`config.mk`:
```
export PLATFORM = sky130hd
export DESIGN_NAME = alu_op_issuer
export DESIGN_NICKNAME = d
export VERILOG_FILES = /design/src/rtl/alu_op_issuer.sv
export SDC_FILE = /design/constraint.sdc
export NUM_CORES = 1
export LEC_CHECK = 0
export ABC_CLOCK_PERIOD_IN_PS = 2800
export BUFFER_PORTS_ARGS = -buffer_cell sky130_fd_sc_hd__buf_2
export CORE_ASPECT_RATIO = 2
export CORE_MARGIN = 2
export CORE_UTILIZATION = 45
export CTS_BUF_LIST = sky130_fd_sc_hd__clkbuf_8
export DETAILED_ROUTE_END_ITERATION = 6
export PLACE_DENSITY = 0.89
export SLEW_MARGIN = 40
export SYNTH_ARGS = -nofsm -noshare
export SYNTH_HDL_FRONTEND = slang
export SYNTH_SLANG_ARGS = --single-unit
```
`constraint.sdc`:
```
create_clock -name clk -period 2.8 [get_ports clk]
set_clock_uncertainty 0.05 [all_clocks]
set_input_delay 0.42 -clock clk [delete_from_list [all_inputs] [get_ports clk]]
set_output_delay 0.42 -clock clk [all_outputs]
set_load 0.01 [all_outputs]
```
`src/rtl/alu_op_issuer.sv`:
```
// Purpose : issue stage for the 32-bit ALU; decodes opcode/funct, registers operands and control, captures the result.
// Latency : accept at edge k, alu_* valid after edge k, res_valid after edge k+1; one op per 3 cycles at best.
// Backpress: in_ready is low from accept until the result is taken; res_data/res_zero hold while res_ready is low.
//
// Ports:
//   clk, rst_n                   clock, asynchronous active-low reset
//   in_valid/in_ready            request handshake; alu_op, funct, opa, opb are request payload
//   alu_a, alu_b, alu_ctrl       registered operands and control to the combinational ALU
//   alu_out, alu_zero            ALU result and zero flag
//   res_valid/res_ready          result handshake; res_data, res_zero are result payload
//   illegal                      only when ALU_ISSUE_ILLEGAL_EN is defined: unrecognised R-type funct
//
// Build option: define ALU_ISSUE_ILLEGAL_EN to flag unrecognised R-type funct values and force
// a zero result for them; otherwise they decode to add.
module alu_op_issuer #(
  parameter int WIDTH = 32
) (
  input  logic             clk,
  input  logic             rst_n,
  input  logic             in_valid,
  output logic             in_ready,
  input  logic [1:0]       alu_op,
  input  logic [5:0]       funct,
  input  logic [WIDTH-1:0] opa,
  input  logic [WIDTH-1:0] opb,
  output logic [WIDTH-1:0] alu_a,
  output logic [WIDTH-1:0] alu_b,
  output logic [2:0]       alu_ctrl,
  input  logic [WIDTH-1:0] alu_out,
  input  logic             alu_zero,
  output logic             res_valid,
  input  logic             res_ready,
  output logic [WIDTH-1:0] res_data,
`ifdef ALU_ISSUE_ILLEGAL_EN
  output logic             illegal,
`endif
  output logic             res_zero
);

  typedef enum logic [1:0] {
    IDLE = 2'd0,
    EXEC = 2'd1,
    DONE = 2'd2
  } state_t;

  localparam logic [2:0] CTRL_AND = 3'b000;
  localparam logic [2:0] CTRL_OR  = 3'b001;
  localparam logic [2:0] CTRL_ADD = 3'b010;
  localparam logic [2:0] CTRL_SUB = 3'b110;
  localparam logic [2:0] CTRL_SLT = 3'b111;

  state_t           state_q, state_d;
  logic [WIDTH-1:0] alu_a_q, alu_a_d;
  logic [WIDTH-1:0] alu_b_q, alu_b_d;
  logic [2:0]       alu_ctrl_q, alu_ctrl_d;
  logic [WIDTH-1:0] res_data_q, res_data_d;
  logic             res_zero_q, res_zero_d;
  logic             res_valid_q, res_valid_d;
  logic             in_ready_q, in_ready_d;
  logic [2:0]       dec_ctrl;
`ifdef ALU_ISSUE_ILLEGAL_EN
  logic             illegal_q, illegal_d;
  logic             dec_illegal;
`endif

  // Opcode / funct decode to the ALU control code.
  always_comb begin
    dec_ctrl = CTRL_ADD;
`ifdef ALU_ISSUE_ILLEGAL_EN
    dec_illegal = 1'b0;
`endif
    case (alu_op)
      2'b00: dec_ctrl = CTRL_ADD;
      2'b01: dec_ctrl = CTRL_SUB;
      2'b11: dec_ctrl = CTRL_OR;
      default: begin
        case (funct)
          6'b100000: dec_ctrl = CTRL_ADD;
          6'b100010: dec_ctrl = CTRL_SUB;
          6'b100100: dec_ctrl = CTRL_AND;
          6'b100101: dec_ctrl = CTRL_OR;
          6'b101010: dec_ctrl = CTRL_SLT;
          default: begin
`ifdef ALU_ISSUE_ILLEGAL_EN
            dec_ctrl    = CTRL_AND;
            dec_illegal = 1'b1;
`else
            dec_ctrl    = CTRL_ADD;
`endif
          end
        endcase
      end
    endcase
  end

  // Next-state logic. in_ready/res_valid are registered so they depend on state only.
  always_comb begin
    state_d     = state_q;
    alu_a_d     = alu_a_q;
    alu_b_d     = alu_b_q;
    alu_ctrl_d  = alu_ctrl_q;
    res_data_d  = res_data_q;
    res_zero_d  = res_zero_q;
    res_valid_d = res_valid_q;
    in_ready_d  = in_ready_q;
`ifdef ALU_ISSUE_ILLEGAL_EN
    illegal_d   = illegal_q;
`endif
    case (state_q)
      IDLE: begin
        if (in_valid && in_ready_q) begin
          alu_a_d    = opa;
          alu_b_d    = opb;
          alu_ctrl_d = dec_ctrl;
`ifdef ALU_ISSUE_ILLEGAL_EN
          illegal_d  = dec_illegal;
`endif
          in_ready_d = 1'b0;
          state_d    = EXEC;
        end
      end
      EXEC: begin
        // ALU inputs have been stable for a full cycle; sample its output.
        res_data_d  = alu_out;
        res_zero_d  = alu_zero;
`ifdef ALU_ISSUE_ILLEGAL_EN
        if (illegal_q) begin
          res_data_d = '0;
          res_zero_d = 1'b1;
        end
`endif
        res_valid_d = 1'b1;
        state_d     = DONE;
      end
      DONE: begin
        // A request arriving here is only seen once back in IDLE.
        if (res_ready) begin
          res_valid_d = 1'b0;
          in_ready_d  = 1'b1;
          state_d     = IDLE;
        end
      end
      default: begin
        res_valid_d = 1'b0;
        in_ready_d  = 1'b1;
        state_d     = IDLE;
      end
    endcase
  end

  always_ff @(posedge clk or negedge rst_n) begin
    if (!rst_n) begin
      state_q     <= IDLE;
      alu_a_q     <= '0;
      alu_b_q     <= '0;
      alu_ctrl_q  <= CTRL_AND;
      res_data_q  <= '0;
      res_zero_q  <= 1'b0;
      res_valid_q <= 1'b0;
      in_ready_q  <= 1'b1;
`ifdef ALU_ISSUE_ILLEGAL_EN
      illegal_q   <= 1'b0;
`endif
    end else begin
      state_q     <= state_d;
      alu_a_q     <= alu_a_d;
      alu_b_q     <= alu_b_d;
      alu_ctrl_q  <= alu_ctrl_d;
      res_data_q  <= res_data_d;
      res_zero_q  <= res_zero_d;
      res_valid_q <= res_valid_d;
      in_ready_q  <= in_ready_d;
`ifdef ALU_ISSUE_ILLEGAL_EN
      illegal_q   <= illegal_d;
`endif
    end
  end

  assign in_ready  = in_ready_q;
  assign res_valid = res_valid_q;
  assign alu_a     = alu_a_q;
  assign alu_b     = alu_b_q;
  assign alu_ctrl  = alu_ctrl_q;
  assign res_data  = res_data_q;
  assign res_zero  = res_zero_q;
`ifdef ALU_ISSUE_ILLEGAL_EN
  assign illegal   = illegal_q;
`endif

endmodule

```
After elaboration in Yosys (flattened, before gate mapping)

Cells that the tools add are included.
Widths: inputs -> output; s select.

Register bits after elaboration: 104
Input port bits: 109
Output and inout port bits: 102

Eq/ne operators: 10
Mux-type cells: 10
Bitwise operators: 2
Reductions and logical operators: 7

Operator list:

| cell               | number |
|---|---|
| $eq 6x6->1 const B | 4 |
| $pmux 3 s4         | 1 |
| $pmux 3 s3         | 1 |
| $pmux 1 s3         | 2 |
| $pmux 2 s3         | 1 |
| $reduce_and 2->1   | 3 |
| $eq 2x1->1 const B | 2 |
| $eq 2x2->1 const B | 2 |
| $logic_not 2->1    | 2 |
| $mux 2             | 2 |
| $ne 2x2->1 const B | 2 |
| $mux 1             | 3 |
| $reduce_and 3->1   | 1 |
| $not 1->1          | 2 |
| $logic_and 1x1->1  | 1 |

Depth between registers and ports, before layout

Depth in word-level cells: 3
Mapped depth: 5
Depth with buffers taken out: 3

Worst setup path after synthesis

No wires, ideal clock.

Kind: register -> register
Start point: register in_ready_q, in the netlist in_ready
End point: register alu_a_q[0], in the netlist alu_a[0]
Library setup time: 125 ps
Data arrival time: 1,522 ps
Setup slack: 1,103 ps
Cell stages (with the launch flop): 5
Path through: dfstp_2 -> nor4bb_2 -> buf_6 -> buf_12 -> mux2_4

Longest elaborated chain between the ends: 2

RTL lines:

| element                           | line | source |
|---|---|---|
| from (decl)                       | 59   | `logic in_ready_q, in_ready_d;` |
| from (signal assigned)            | 172  | `in_ready_q <= in_ready_d;` |
| $logic_and 1x1->1                 | 111  | `if (in_valid && in_ready_q) begin` |
| $reduce_and 2->1 (no source line) | n/a  |  |
| to (signal assigned)              | 166  | `alu_a_q <= alu_a_d;` |
| to (decl)                         | 53   | `logic [WIDTH-1:0] alu_a_q, alu_a_d;` |

Every way passes these cells.
A chain may end at the register's enable or synchronous reset.

Worst setup path in the final report

Start point: register in_ready_q, in the netlist in_ready
End point: register alu_a_q[9], in the netlist alu_a[9]

The elaborated chain is that of the path after synthesis.

==> impl_metrics.env <==
export IMPL_run_status="finished clean"
export IMPL_cp_data_arrival_time_ps=2110
export IMPL_number_of_flops_mapped_to_enable_cells_by_yosys=0
export IMPL_synth_area_leader_cell="dfrtp_1"
export IMPL_timing_setup_critical_path_class="reg2reg"
export IMPL_rr_startpoint="in_ready"
export IMPL_rsz_0062_raised_after_global_routing="no"
export IMPL_max_freq_ghz=0.522
export IMPL_synth_area_leaders="dfrtp_1 60%, mux2_4 22%, mux2_2 8.9%, buf_12 3.3%, dfstp_2 0.61%"
export IMPL_postCtsHoldBufs=0
export IMPL_seqPwrFrac_pct=58.4
export IMPL_vias_per_cell=4.95
export IMPL_yosys_reg_bits=104
export IMPL_floorplan_die_width_um=73.1
export IMPL_critical_path_maximum_fanout=61
export IMPL_timing_critical_path_to_type="register"
export IMPL_netlist_area_leader_share_pct=60.1
export IMPL_layout_area_overhead_vs_synth_pct=29.8
export IMPL_placement_rows=50
export IMPL_synthesized_area_divided_by_synthesized_cell_count_um2=18.0
export IMPL_grt_first_pass_wirelength_mm=14.3
export IMPL_post_synth_most_frequent_cells="103 x dfrtp_1, 63 x mux2_4, 34 x mux2_2"
export IMPL_synth_async_reset_ratio_pct=100
export IMPL_comb_power_share_pct=4.6
export IMPL_post_cts_setup_buffer_count=0
export IMPL_drv_slew=0
export IMPL_post_route_period_util_pct=68.4
export IMPL_synth_cell_type_count=27
export IMPL_clock_tree_htree_level_count=3
export IMPL_gr_total_overflow=0
export IMPL_power_leakage_nw=3.23
export IMPL_required_ps=3000
export IMPL_fp_dieArea_um2=10400
export IMPL_die_height_um=142
export IMPL_max_vdd_ir_drop_uv=271
export IMPL_clock_power_share_pct=37.0
export IMPL_whs_ps=5.43
export IMPL_crit_reg2reg_capture="alu_a[9]"
export IMPL_final_non_filler_cells=562
export IMPL_synth_most_common_cell="dfrtp_1"
export IMPL_drt_first_iter_violations=107
export IMPL_power_switching_fraction_pct=22.6
export IMPL_report_final_setup_viol=0
export IMPL_cts_inserted_buffers=9
export IMPL_cell_internal_pwr_mw=1.99
export IMPL_finalWorstPathRequiredPeriod_ps=1920
export IMPL_clk_insertion_delay_late_ps=350
export IMPL_design_final_nets=562
export IMPL_grt_use_total_pct=18.1
export IMPL_number_of_global_route_vias_before_repair=2967
export IMPL_p_total_mw=2.57
export IMPL_synthesis_nets=348
export IMPL_multiInputGateArea_um2=1520
export IMPL_net_switching_power_mw=0.582
export IMPL_drt_wirelength_per_cell_um=17.0
export IMPL_route_antenna_remaining_nets=0
export IMPL_design_core_area_um2=9320
export IMPL_route_detailed_drc=0
export IMPL_r2r_worst_path_cells=3
export IMPL_fraction_of_final_layout_cells_sized_beyond_drive_strength_1_pct=72.9
export IMPL_aggregate_negative_setup_slack_ps=0
export IMPL_synth_ff_type="dfrtp_1"
export IMPL_syn_inst=239
export IMPL_port_buffers=210
export IMPL_ioPinCount=211
export IMPL_sequential_cell_area_um2=2600
export IMPL_drv_max_cap_violation_count=0
export IMPL_starting_density_of_the_core_pct=46.0
export IMPL_tritoncts_num_sinks=104
export IMPL_rrSetupSlack_ps=880
export IMPL_ys_seq_area_share_pct=60.7
export IMPL_pwr_density_cell_nw_per_um2=461
export IMPL_cts_root_buffer="clkbuf_8"
export IMPL_filler_cell_count=751
export IMPL_via_count=2782
export IMPL_number_of_placed_instances_taps_included=546
export IMPL_grt_start_max_net_pins=62
export IMPL_final_util_pct=59.8
export IMPL_n_antenna_cell=0
export IMPL_cts_max_path_bufs=2
export IMPL_yosysWarnings=0
export IMPL_tritoncts_clock_tree="done"
export IMPL_critical_path_startpoint_type="register"
export IMPL_timing_hold_violations_final=0
export IMPL_dr_pass1_iters=4
export IMPL_netlist_area_um2=4290
export IMPL_detailedPlacementHpwl_mm=7.27
export IMPL_antenna_found_initial=0
export IMPL_cts_clk_slew_worst_paths_ps=100
export IMPL_worst_hold_check_path_type="in2async"
export IMPL_place_gp_congestion=0.820
export IMPL_max_slew_worst_pin_slew_ps=611
export IMPL_wl_mm=9.55
export IMPL_timing_max_slew_rel_slack_pct=59.3
export IMPL_post_cts_resized=0
## per-stage QoR
step,worst slack (ps),instance area (um2)
2_1_floorplan,1100,4290
3_3_place_gp,922,5370
3_5_place_dp,882,5370
4_1_cts,867,5570
5_1_grt,819,5570
6_report,884,5570
## critical path, cell delays in order (launching register included)
cell	delay (ps)
dfstp_2	560
nor4bb_4	360
buf_12	390
mux2_2	390
## power groups by stage
| stage | Sequential [mW] | Combinational [mW] | Clock (mW) |
|---|---|---|---|
| 2_1_floorplan | 1.53 | 0.00881 | 0 |
| 3_3_place_gp | 1.53 | 0.114 | 0 |
| 3_5_place_dp | 1.53 | 0.122 | 0 |
| 4_1_cts | 1.50 | 0.122 | 0.987 |
| 5_1_grt | 1.50 | 0.133 | 1.04 |
| 6_report | 1.50 | 0.120 | 0.951 |
## area by class of cell
class | count | area share, %
clock buffers | 9 | 2.22
clock inverters | 7 | 1.39
inverters | 1 | 0.0674
multi-input cells | 122 | 27.2
flip-flops and latches | 104 | 46.7
well taps | 104 | 2.34
repair buffers | 215 | 20.0
## layout by cell type, fill, tap and decap left out, drive strengths merged
cell and instances:
mux2 97, a21o 1, and2 1, a41oi 1, nor3 1, o21ai 1
clkinv 2, a21oi 3, dfrtp 103, nor2 4, buf 215, nand2b 1
a31oi 1, bufinv 1, nand4 1, dfstp 1, inv 5, nor4bb 1
o21a 1, nor4b 1, o22a 1, nand2 1, nor3b 1, nor2b 3
clkbuf 9, o221ai 1
## sequential cells by signal, indices dropped and copies added (netlist names)
signal / count
alu_a: 32
alu_b: 32
alu_ctrl: 3
in_ready: 1
res_data: 32
res_valid: 1
res_zero: 1
state_q: 2
## kinds of logic (layout without fill, tap and decap cells)
group / count (synthesis) / count (layout) / share of synthesized area, %
simple gates: 15 / 15 / 2.36
flops: 104 / 104 / 60.7
buf+inv: 13 / 232 / 4.26
compound gates: 10 / 10 / 1.75
mux: 97 / 97 / 31.0
## layer usage
layer / up-vias / track usage (%) / part of all wire [%]
met4: 0 / 12.1 / 5.5
li1: 1272 / - / -
met1: 1343 / 20.1 / 36
met3: 41 / 4.04 / 5.1
met2: 126 / 30.2 / 54
met5: - / 0 / 0
## how the worst max path moves through the flow
stage / from / to / slack [ps]
after floorplan: in_ready / alu_a[0] / 1100
after global placement: in_ready / alu_a[9] / 920
after detailed placement: in_ready / alu_a[9] / 880
after CTS: in_ready / alu_a[9] / 870
after global routing: in_ready / alu_a[9] / 820
final: in_ready / alu_a[9] / 880
Note: power is estimated with default switching activity, not from simulation.
